File: src/rtl/dmem_bridge_pkg.sv
// rtl/dmem_bridge_pkg.sv - shared types and sizing for the data-memory bridge
package dmem_bridge_pkg;

    typedef enum logic [1:0] {
        IDLE  = 2'd0,
        WR    = 2'd1,
        RD    = 2'd2,
        RDONE = 2'd3
    } state_t;

    localparam int WBUF_DEPTH = 2;

endpackage

File: src/rtl/dmem_bridge_if.sv
// rtl/dmem_bridge_if.sv - controller-side and memory-side bundles of the bridge
interface dmem_cpu_if #(
    parameter int N = 16
);
    logic         memread;
    logic         memwrite;
    logic [N-1:0] addr;
    logic [N-1:0] wdata;
    logic [N-1:0] rdata;
    logic         stall;

    modport master (output memread, memwrite, addr, wdata, input rdata, stall);
    modport slave  (input memread, memwrite, addr, wdata, output rdata, stall);
endinterface

interface dmem_mem_if #(
    parameter int N = 16
);
    logic         m_req;
    logic         m_we;
    logic [N-1:0] m_addr;
    logic [N-1:0] m_wdata;
    logic         m_ack;
    logic [N-1:0] m_rdata;

    modport master (output m_req, m_we, m_addr, m_wdata, input m_ack, m_rdata);
    modport slave  (input m_req, m_we, m_addr, m_wdata, output m_ack, m_rdata);
endinterface

File: src/rtl/dmem_bridge_wbuf_fifo.sv
// rtl/dmem_bridge_wbuf_fifo.sv - in-order posted-store buffer holding {addr,data}
module wbuf_fifo #(
    parameter int n     = 16,
    parameter int depth = 2
) (
    input  logic         clk,
    input  logic         reset,
    input  logic         push,
    input  logic         pop,
    input  logic [n-1:0] push_addr,
    input  logic [n-1:0] push_data,
    output logic         full,
    output logic         empty,
    output logic [n-1:0] head_addr,
    output logic [n-1:0] head_data
);
    localparam int PW = (depth > 1) ? $clog2(depth) : 1;
    localparam logic [PW:0]   CNT_FULL = (PW+1)'(depth);
    localparam logic [PW-1:0] PTR_LAST = PW'(depth - 1);

    logic [n-1:0]  r_addr [depth];
    logic [n-1:0]  r_data [depth];
    logic [PW-1:0] r_wr_ptr;
    logic [PW-1:0] r_rd_ptr;
    logic [PW:0]   r_count;
    logic          w_push;
    logic          w_pop;

    assign full      = (r_count == CNT_FULL);
    assign empty     = (r_count == '0);
    assign w_push    = push && !full;
    assign w_pop     = pop && !empty;
    assign head_addr = r_addr[r_rd_ptr];
    assign head_data = r_data[r_rd_ptr];

    always_ff @(posedge clk or negedge reset) begin
        if (!reset) begin
            r_wr_ptr <= '0;
            r_rd_ptr <= '0;
            r_count  <= '0;
        end else begin
            if (w_push) begin
                r_wr_ptr <= (r_wr_ptr == PTR_LAST) ? '0 : r_wr_ptr + 1'b1;
            end
            if (w_pop) begin
                r_rd_ptr <= (r_rd_ptr == PTR_LAST) ? '0 : r_rd_ptr + 1'b1;
            end
            if (w_push && !w_pop) begin
                r_count <= r_count + 1'b1;
            end else if (w_pop && !w_push) begin
                r_count <= r_count - 1'b1;
            end
        end
    end

    // Payload needs no reset: it is only observed while the count says it is valid.
    always_ff @(posedge clk) begin
        if (w_push) begin
            r_addr[r_wr_ptr] <= push_addr;
            r_data[r_wr_ptr] <= push_data;
        end
    end

endmodule

File: src/rtl/dmem_bridge.sv
// rtl/dmem_bridge.sv - stalling data-memory bridge with posted stores and ordered loads
module dmem_bridge
    import dmem_bridge_pkg::*;
#(
    parameter int n = 16
) (
    input  logic       clk,
    input  logic       reset,
    dmem_cpu_if.slave  cpu,
    dmem_mem_if.master mem
);
    state_t       r_state;
    state_t       w_next;
    logic [n-1:0] r_m_addr;
    logic [n-1:0] r_m_wdata;
    logic [n-1:0] r_rdata;
    logic         w_full;
    logic         w_empty;
    logic [n-1:0] w_head_addr;
    logic [n-1:0] w_head_data;
    logic         w_push;
    logic         w_pop;
    logic         w_load_wr;
    logic         w_load_rd;
    logic         w_capture;
    logic         w_req;
    logic         w_we;
    logic         w_stall;

    // A load always yields to the store path; memwrite alongside memread is dropped.
    assign w_push  = cpu.memwrite && !cpu.memread && !w_full;
    assign w_stall = reset && ((cpu.memread && (r_state != RDONE)) ||
                               (cpu.memwrite && !cpu.memread && w_full));

    wbuf_fifo #(
        .n     (n),
        .depth (WBUF_DEPTH)
    ) u_wbuf (
        .clk       (clk),
        .reset     (reset),
        .push      (w_push),
        .pop       (w_pop),
        .push_addr (cpu.addr),
        .push_data (cpu.wdata),
        .full      (w_full),
        .empty     (w_empty),
        .head_addr (w_head_addr),
        .head_data (w_head_data)
    );

    always_ff @(posedge clk or negedge reset) begin
        if (!reset) begin
            r_state <= IDLE;
        end else begin
            r_state <= w_next;
        end
    end

    always_comb begin
        w_next    = r_state;
        w_pop     = 1'b0;
        w_load_wr = 1'b0;
        w_load_rd = 1'b0;
        w_capture = 1'b0;
        w_req     = 1'b0;
        w_we      = 1'b0;
        case (r_state)
            IDLE: begin
                // Draining stores first gives store-to-load ordering without forwarding.
                if (!w_empty) begin
                    w_next    = WR;
                    w_load_wr = 1'b1;
                end else if (cpu.memread) begin
                    w_next    = RD;
                    w_load_rd = 1'b1;
                end
            end
            WR: begin
                w_req = 1'b1;
                w_we  = 1'b1;
                if (mem.m_ack) begin
                    w_pop  = 1'b1;
                    w_next = IDLE;
                end
            end
            RD: begin
                w_req = 1'b1;
                if (mem.m_ack) begin
                    w_capture = 1'b1;
                    w_next    = RDONE;
                end
            end
            RDONE: begin
                w_next = IDLE;
            end
            default: begin
                w_next = IDLE;
            end
        endcase
    end

    // Address/data are latched on entry so they stay frozen for the whole request.
    always_ff @(posedge clk or negedge reset) begin
        if (!reset) begin
            r_m_addr  <= '0;
            r_m_wdata <= '0;
            r_rdata   <= '0;
        end else begin
            if (w_load_wr) begin
                r_m_addr  <= w_head_addr;
                r_m_wdata <= w_head_data;
            end else if (w_load_rd) begin
                r_m_addr  <= cpu.addr;
            end
            if (w_capture) begin
                r_rdata <= mem.m_rdata;
            end
        end
    end

    assign mem.m_req   = w_req;
    assign mem.m_we    = w_we;
    assign mem.m_addr  = r_m_addr;
    assign mem.m_wdata = r_m_wdata;
    assign cpu.rdata   = r_rdata;
    assign cpu.stall   = w_stall;

endmodule

File: src/flat_wrapper.sv
// flat-port wrapper written by rule: the top's interface ports become plain ports
module dmem_bridge_flat import dmem_bridge_pkg::*;
#(
    parameter int n = 16
)
  (clk, reset, cpu_memread, cpu_memwrite, cpu_addr, cpu_wdata, cpu_rdata, cpu_stall, mem_m_req, mem_m_we, mem_m_addr, mem_m_wdata, mem_m_ack, mem_m_rdata);
  dmem_cpu_if cpu_i ();
  dmem_mem_if mem_i ();
  input  logic clk;
  input  logic reset;
  input wire logic [$bits(cpu_i.memread)-1:0] cpu_memread;
  input wire logic [$bits(cpu_i.memwrite)-1:0] cpu_memwrite;
  input wire logic [$bits(cpu_i.addr)-1:0] cpu_addr;
  input wire logic [$bits(cpu_i.wdata)-1:0] cpu_wdata;
  output wire logic [$bits(cpu_i.rdata)-1:0] cpu_rdata;
  output wire logic [$bits(cpu_i.stall)-1:0] cpu_stall;
  output wire logic [$bits(mem_i.m_req)-1:0] mem_m_req;
  output wire logic [$bits(mem_i.m_we)-1:0] mem_m_we;
  output wire logic [$bits(mem_i.m_addr)-1:0] mem_m_addr;
  output wire logic [$bits(mem_i.m_wdata)-1:0] mem_m_wdata;
  input wire logic [$bits(mem_i.m_ack)-1:0] mem_m_ack;
  input wire logic [$bits(mem_i.m_rdata)-1:0] mem_m_rdata;
  assign cpu_i.memread = cpu_memread;
  assign cpu_i.memwrite = cpu_memwrite;
  assign cpu_i.addr = cpu_addr;
  assign cpu_i.wdata = cpu_wdata;
  assign cpu_rdata = cpu_i.rdata;
  assign cpu_stall = cpu_i.stall;
  assign mem_m_req = mem_i.m_req;
  assign mem_m_we = mem_i.m_we;
  assign mem_m_addr = mem_i.m_addr;
  assign mem_m_wdata = mem_i.m_wdata;
  assign mem_i.m_ack = mem_m_ack;
  assign mem_i.m_rdata = mem_m_rdata;
  dmem_bridge #(.n(n)) u_core (.clk(clk), .reset(reset), .cpu(cpu_i), .mem(mem_i));
endmodule
File: config.mk
export PLATFORM = sky130hd
export DESIGN_NAME = dmem_bridge_flat
export DESIGN_NICKNAME = d
export VERILOG_FILES = /design/src/rtl/dmem_bridge_pkg.sv /design/src/rtl/dmem_bridge_if.sv /design/src/rtl/dmem_bridge_wbuf_fifo.sv /design/src/rtl/dmem_bridge.sv /design/src/flat_wrapper.sv
export SDC_FILE = /design/constraint.sdc
export NUM_CORES = 1
export LEC_CHECK = 0
export CORE_MARGIN = 8
export CORE_UTILIZATION = 40
export DETAILED_ROUTE_END_ITERATION = 8
export HOLD_SLACK_MARGIN = 0.08
export PLACE_DENSITY = 0.71
export SKIP_CTS_REPAIR_TIMING = 1
export SYNTH_ARGS = -nofsm -noshare
export SYNTH_HDL_FRONTEND = slang
export SYNTH_SLANG_ARGS = --single-unit
File: constraint.sdc
create_clock -name clk -period 3.19 [get_ports clk]
set_input_delay 0.4785 -clock clk [delete_from_list [all_inputs] [get_ports clk]]
set_output_delay 0.4785 -clock clk [all_outputs]
set_load 0.02 [all_outputs]
==> flow_summary.ini, run 1 <==
[outcome]
status = completed

[power_and_ir_drop]
swShare = 0.325
p_clk_frac = 0.288
leakagePower_uw = 0.00247
peakVddDrop_mv = 0.650
combPwrFrac = 0.342
p_per_area_nw_per_um2 = 1050
p_seq_frac = 0.370
internal-power_uw = 4430
p_sw_uw = 2130

[clock_network]
tritoncts = done
cts_max_path_buffers = 2
clk_latency_ps = 490
ctsHtreeMaxLevel = 4
clockRootBuffer = clkbuf_8
numCtsBuffers = 17
clock_sinks = 118
path_clk_slew_ps = 50

[die]
io_pins = 104
die_h_um = 122
rows = 38
die_area_sq_um = 14800
core_sq_um = 10900
start_util = 0.412
die_w_um = 122

[setup_path]
crit_path_cell_trace = nand2b_1 > nor3b_1 > o21a_1 > clkdlybuf4s50_1
crit_fanout = 7
start_kind = flip-flop
crit_type = reg2out
max_stage_delay_ps = 600
worstSetupEndpointType = output port
crit_arrival_ps = 2200
slowest_stage = clkdlybuf4s50_1
rrSetupSlack_ps = 1030
crit_required_ps = 2710

[synthesis]
async_reset_ff_frac = 0.458
syn_avg_cell_area_sq_um = 16.1
synthesis.nets = 336
synth_top_area_cell = edfxtp_1
synth-edff-count = 64
synth_area_sq_um = 4480
ys_ff_latch = 118
synth_cells = 278
synthTopCellsByArea = edfxtp_1, dfrtp_1, mux2i_1
synth_cell_type_count = 28
synth_top_cell_area_share = 0.429
synth_warnings = 0
synthFlopType = edfxtp_1
ys_seq_area_frac = 0.731

[timing]
max_freq_mhz = 374
fin_crit_sh = 0.839
worstMarginPinSlew_ps = 1190
setup_slack_ps = 513
hold-worst-slack_ps = 230
relSlewSlack = 0.202
setup_violations = 0
slew_viol_final = 0
finClkSkew_ps = 7.57
rsz0062_at_grt = false
min_period_ps = 2680
fin_setup_tns_ps = 0
hold_viol = 0

[global_routing]
busiest_layer = met2
met2_usage = 0.215
grt_pass1_wl_mm = 15.7
grt-ovfl-total = 0
grt_pass1_vias = 2962
grt_max_degree = 55
grt_antenna_before_repair = 0
met1_usage = 0.166
use_met3 = 0.0606
grt.total_usage = 0.137

[placement]
place_hpwl_mm = 6.34
place_ws_ps = 702
dp.cells = 512
gp_congestion = 0.736
dpl_cell_area_sq_um = 5660
io_buffers = 103

[detailed_routing]
viasPerCell = 4.97
remaining_drc_errors = 0
wl_per_cell_um = 18.0
first_pass_iters = 5
ant_nets = 0
vias = 2704
drtIter0Drc = 169
wirelength_mm = 9.80

[layout]
diodes = 0
drive_gt1_frac = 0.141
mostFrequentLayoutCell = clkdlybuf4s50_1
final_area_sq_um = 6260
synthToLayoutAreaGrowth_pct = 39.7
final_nets = 449
layout_common_cells = clkdlybuf4s50_1, edfxtp_1, dfrtp_1
stdcell_count = 544

[hold_path]
hold_class = in2async

[job]
drv_cap = 0
## cell families after synthesis
kind of cell	after synthesis	synth area share
buffers and inverters	16	0.0179
AND/OR/NAND/NOR	43	0.0436
multiplexers	48	0.112
flip-flops	118	0.731
XOR/XNOR	5	0.00978
adder cells (fa/ha/maj)	5	0.0140
AO/OA/AOI/OAI	43	0.0726
## synthesized netlist by cell type (3+ instances only)
cell      count
nor2_1       17
o21ai_0      18
dfrtp_1      54
edfxtp_1     64
xor2_1        3
a221o_1      16
ha_1          5
mux2_2       16
a21oi_1       3
inv_1         3
mux2i_1      32
buf_2         7
nand2_1      18
buf_4         3
clkbuf_1      3
## final timing paths
| check | depth (start not counted) | end | startpoint |
|---|---|---|---|
| min in group clk | 2 | u_core.mem.m_wdata[1] | u_core.mem.m_wdata[1] |
| min reg2reg | 2 | u_core.mem.m_wdata[1] | u_core.mem.m_wdata[1] |
| max in group asynchronous | 2 | u_core.u_wbuf.r_rd_ptr | reset |
| max | 4 | cpu_stall | u_core.u_wbuf.r_count[0] |
| min | 2 | u_core.mem.m_wdata[6] | reset |
| max reg2reg | 4 | u_core.u_wbuf.r_data[1][6] | u_core.u_wbuf.r_count[0] |
## worst max-delay path: cells and delay by family (launching register included)
kind,cells,cell delay (ps)
compound gates,1,130
buf+inv,1,600
flops,1,520
simple gates,2,460
## sequential cells by signal (all words and copies together) (netlist names)
register                flops
u_core.mem.m_addr          16
u_core.u_wbuf.r_addr       32
u_core.u_wbuf.r_rd_ptr      1
u_core.mem.m_wdata         16
u_core.u_wbuf.r_count       2
u_core.r_state              2
u_core.u_wbuf.r_wr_ptr      1
u_core.u_wbuf.r_data       32
u_core.cpu.rdata           16
## power by group through the flow
stage / clock, uW / sequential (uW) / combinational, uW
finish: 1890 / 2430 / 2240
global route: 2010 / 2480 / 2440
CTS: 1930 / 2440 / 2280
detailed placement: 0 / 2450 / 2270
global placement: 0 / 2440 / 2230
floorplan: 0 / 2670 / 1060
## per-stage QoR
step	utilization	power [uW]
global route	0.575	6940
finish	0.575	6560
detailed placement	0.520	4720
global placement	0.520	4670
CTS	0.575	6650
floorplan	-	3730
## layout make-up
type,instances,area [sq um]
repair buffers,107,1060
multi-input cells,144,1140
well taps,140,175
clock inverters,11,149
flip-flops and latches,118,3270
fillers,890,4630
inverters,3,11.3
clock buffers,21,449
## metal layers
metal | wire length [um] | vias to the layer above
li1 | - | 1260
met1 | 4170 | 1350
met2 | 4630 | 89
met3 | 964 | 5
met4 | 37 | 0
met5 | 0 | -
Power figures use the tool's default switching activity.
==> run 2: changes to the inputs <==
--- a/config.mk
+++ b/config.mk
@@ -9,7 +9,7 @@
 export CORE_UTILIZATION = 40
 export DETAILED_ROUTE_END_ITERATION = 8
 export HOLD_SLACK_MARGIN = 0.08
-export PLACE_DENSITY = 0.71
+export PLACE_DENSITY = 0.74
 export SKIP_CTS_REPAIR_TIMING = 1
 export SYNTH_ARGS = -nofsm -noshare
 export SYNTH_HDL_FRONTEND = slang
==> constraint.sdc (replaced) <==
create_clock -name clk -period 2.4 [get_ports clk]
set_input_delay 0.36 -clock clk [delete_from_list [all_inputs] [get_ports clk]]
set_output_delay 0.36 -clock clk [all_outputs]
set_load 0.02 [all_outputs]
==> run 2 against run 1 <==
Die area did not move. Clock power rose by 25%. Count of clock-buffer cells in the layout fell by 1. Global-route usage rose by 0.54 points. Register-to-register slack got worse by 570 ps. Clock skew up 3.0 ps. Via count increased by 0.26%. Wire length up 1.5%. Critical path type unchanged. Highest routed layer unchanged.
==> flow_summary.ini, run 2 (synthesis gave the netlist of run 1 again) <==
[timing]
rsz0062_at_grt = false
hold-worst-slack_ps = 82.6
fin_crit_sh = 0.924
setup_slack_ps = 183
worstMarginPinSlew_ps = 816
max_freq_mhz = 451
relSlewSlack = 0.454
finClkSkew_ps = 10.6
hold_viol = 0
slew_viol_final = 0
fin_setup_tns_ps = 0
min_period_ps = 2220
setup_violations = 0

[layout]
mostFrequentLayoutCell = clkdlybuf4s50_1
layout_common_cells = clkdlybuf4s50_1, edfxtp_1, dfrtp_1
diodes = 0
synthToLayoutAreaGrowth_pct = 40.6
stdcell_count = 550
final_nets = 455
drive_gt1_frac = 0.151
largestRegisters = u_core.u_wbuf.r_addr (32), u_core.u_wbuf.r_data (32)
post-route-util = 0.578

[outcome]
status = completed

[placement]
place_ws_ps = 275
io_buffers = 103
dp.cells = 517
gp_congestion = 0.777
place_hpwl_mm = 6.66

[die]
die_w_um = 122
die_h_um = 122
die_area_sq_um = 14800
io_pins = 104
core_sq_um = 10900
start_util = 0.412
rows = 38

[detailed_routing]
wirelength_mm = 9.95
ant_nets = 0
drtIter0Drc = 150
viasPerCell = 4.93
first_pass_iters = 4
vias = 2711
wl_per_cell_um = 18.1
remaining_drc_errors = 0

[clock_network]
cts_max_path_buffers = 2
path_clk_slew_ps = 60
clk_latency_ps = 510
tritoncts = done
clockRootBuffer = clkbuf_8
clock_sinks = 118
ctsHtreeMaxLevel = 4
numCtsBuffers = 17

[global_routing]
grt_pass1_wl_mm = 16.0
grt_antenna_before_repair = 0
grt-ovfl-total = 0
grt_max_degree = 55
grt_pass1_vias = 3073
grt.total_usage = 0.142

[setup_path]
worstSetupEndpointType = output port
crit_arrival_ps = 1860
start_kind = flip-flop
crit_type = reg2out
crit_required_ps = 2040
crit_fanout = 4

[power_and_ir_drop]
peakVddDrop_mv = 1.35
p_per_area_nw_per_um2 = 1380
leakagePower_uw = 0.00249

[job]
drv_cap = 0

[hold_path]
hold_class = in2async
[run 2: cell count changes in the layout (fill, tap and decap cells not counted), sizes merged]
cell | before | now
clkdlybuf4s50 | 102 | 101
clkbuf | 21 | 20
dlymetal6s2s | 0 | 1
clkinvlp | 3 | 4
bufinv | 3 | 2
clkinv | 4 | 5
buf | 5 | 11
[run 2: final timing paths]
check	slack (ps)	cells past startpoint	start	end
max	180	3	u_core.r_state[1]	mem_m_req
min reg2reg	480	2	u_core.mem.m_wdata[11]	u_core.mem.m_wdata[11]
max reg2reg	460	5	u_core.r_state[0]	u_core.mem.m_addr[6]
min	80	2	reset	u_core.mem.m_wdata[10]
max in group asynchronous	1790	2	reset	u_core.u_wbuf.r_count[1]
min in group clk	440	1	cpu_wdata[9]	u_core.u_wbuf.r_data[0][9]
[run 2: metrics by stage]
stage	total power, uW	area [sq um]
2_1_floorplan	4950	4480
3_3_place_gp	6270	5720
3_5_place_dp	6380	5720
6_report	8680	6300
4_1_cts	8790	6290
5_1_grt	9170	6300
[run 2: cell type report]
cell class                      count  area (sq um)
Sequential cell                   118          3280
Tap cell                          140           175
Fill cell                         872          4590
Clock inverter                     12           129
Inverter                            3          11.3
Timing Repair Buffer              113          1130
Multi-Input combinational cell    144          1140
Clock buffer                       20           435
[run 2: worst max-delay path: stages (launching register included)]
cell             delay (ps)
dfrtp_1                 400
inv_1                    80
ha_1                    280
clkdlybuf4s50_1         600
[run 2: report_power, final]
part / switching (uW) / leakage [uW] / total (uW) / internal [uW]
combinational: 1600 / 0.000988 / 3140 / 1550
sequential: 398 / 0.00124 / 3160 / 2770
clock: 874 / 0.000263 / 2370 / 1500
[run 2: layer usage]
metal  vias to the layer above  wire [um]  track usage
li1                       1276          -            -
met1                      1342       4250        0.164
met2                        89       4820        0.224
met3                         4        840       0.0740
met4                         0         40       0.0486
met5                         -          0            0
==> run 3: changes to the inputs <==
--- a/config.mk
+++ b/config.mk
@@ -7,6 +7,7 @@
 export LEC_CHECK = 0
 export CORE_MARGIN = 8
 export CORE_UTILIZATION = 40
+export CTS_CLUSTER_SIZE = 12
 export DETAILED_ROUTE_END_ITERATION = 8
 export HOLD_SLACK_MARGIN = 0.08
 export PLACE_DENSITY = 0.74
==> results of run 3 <==
Final layout, timing and power as in run 2 (identical DEF).
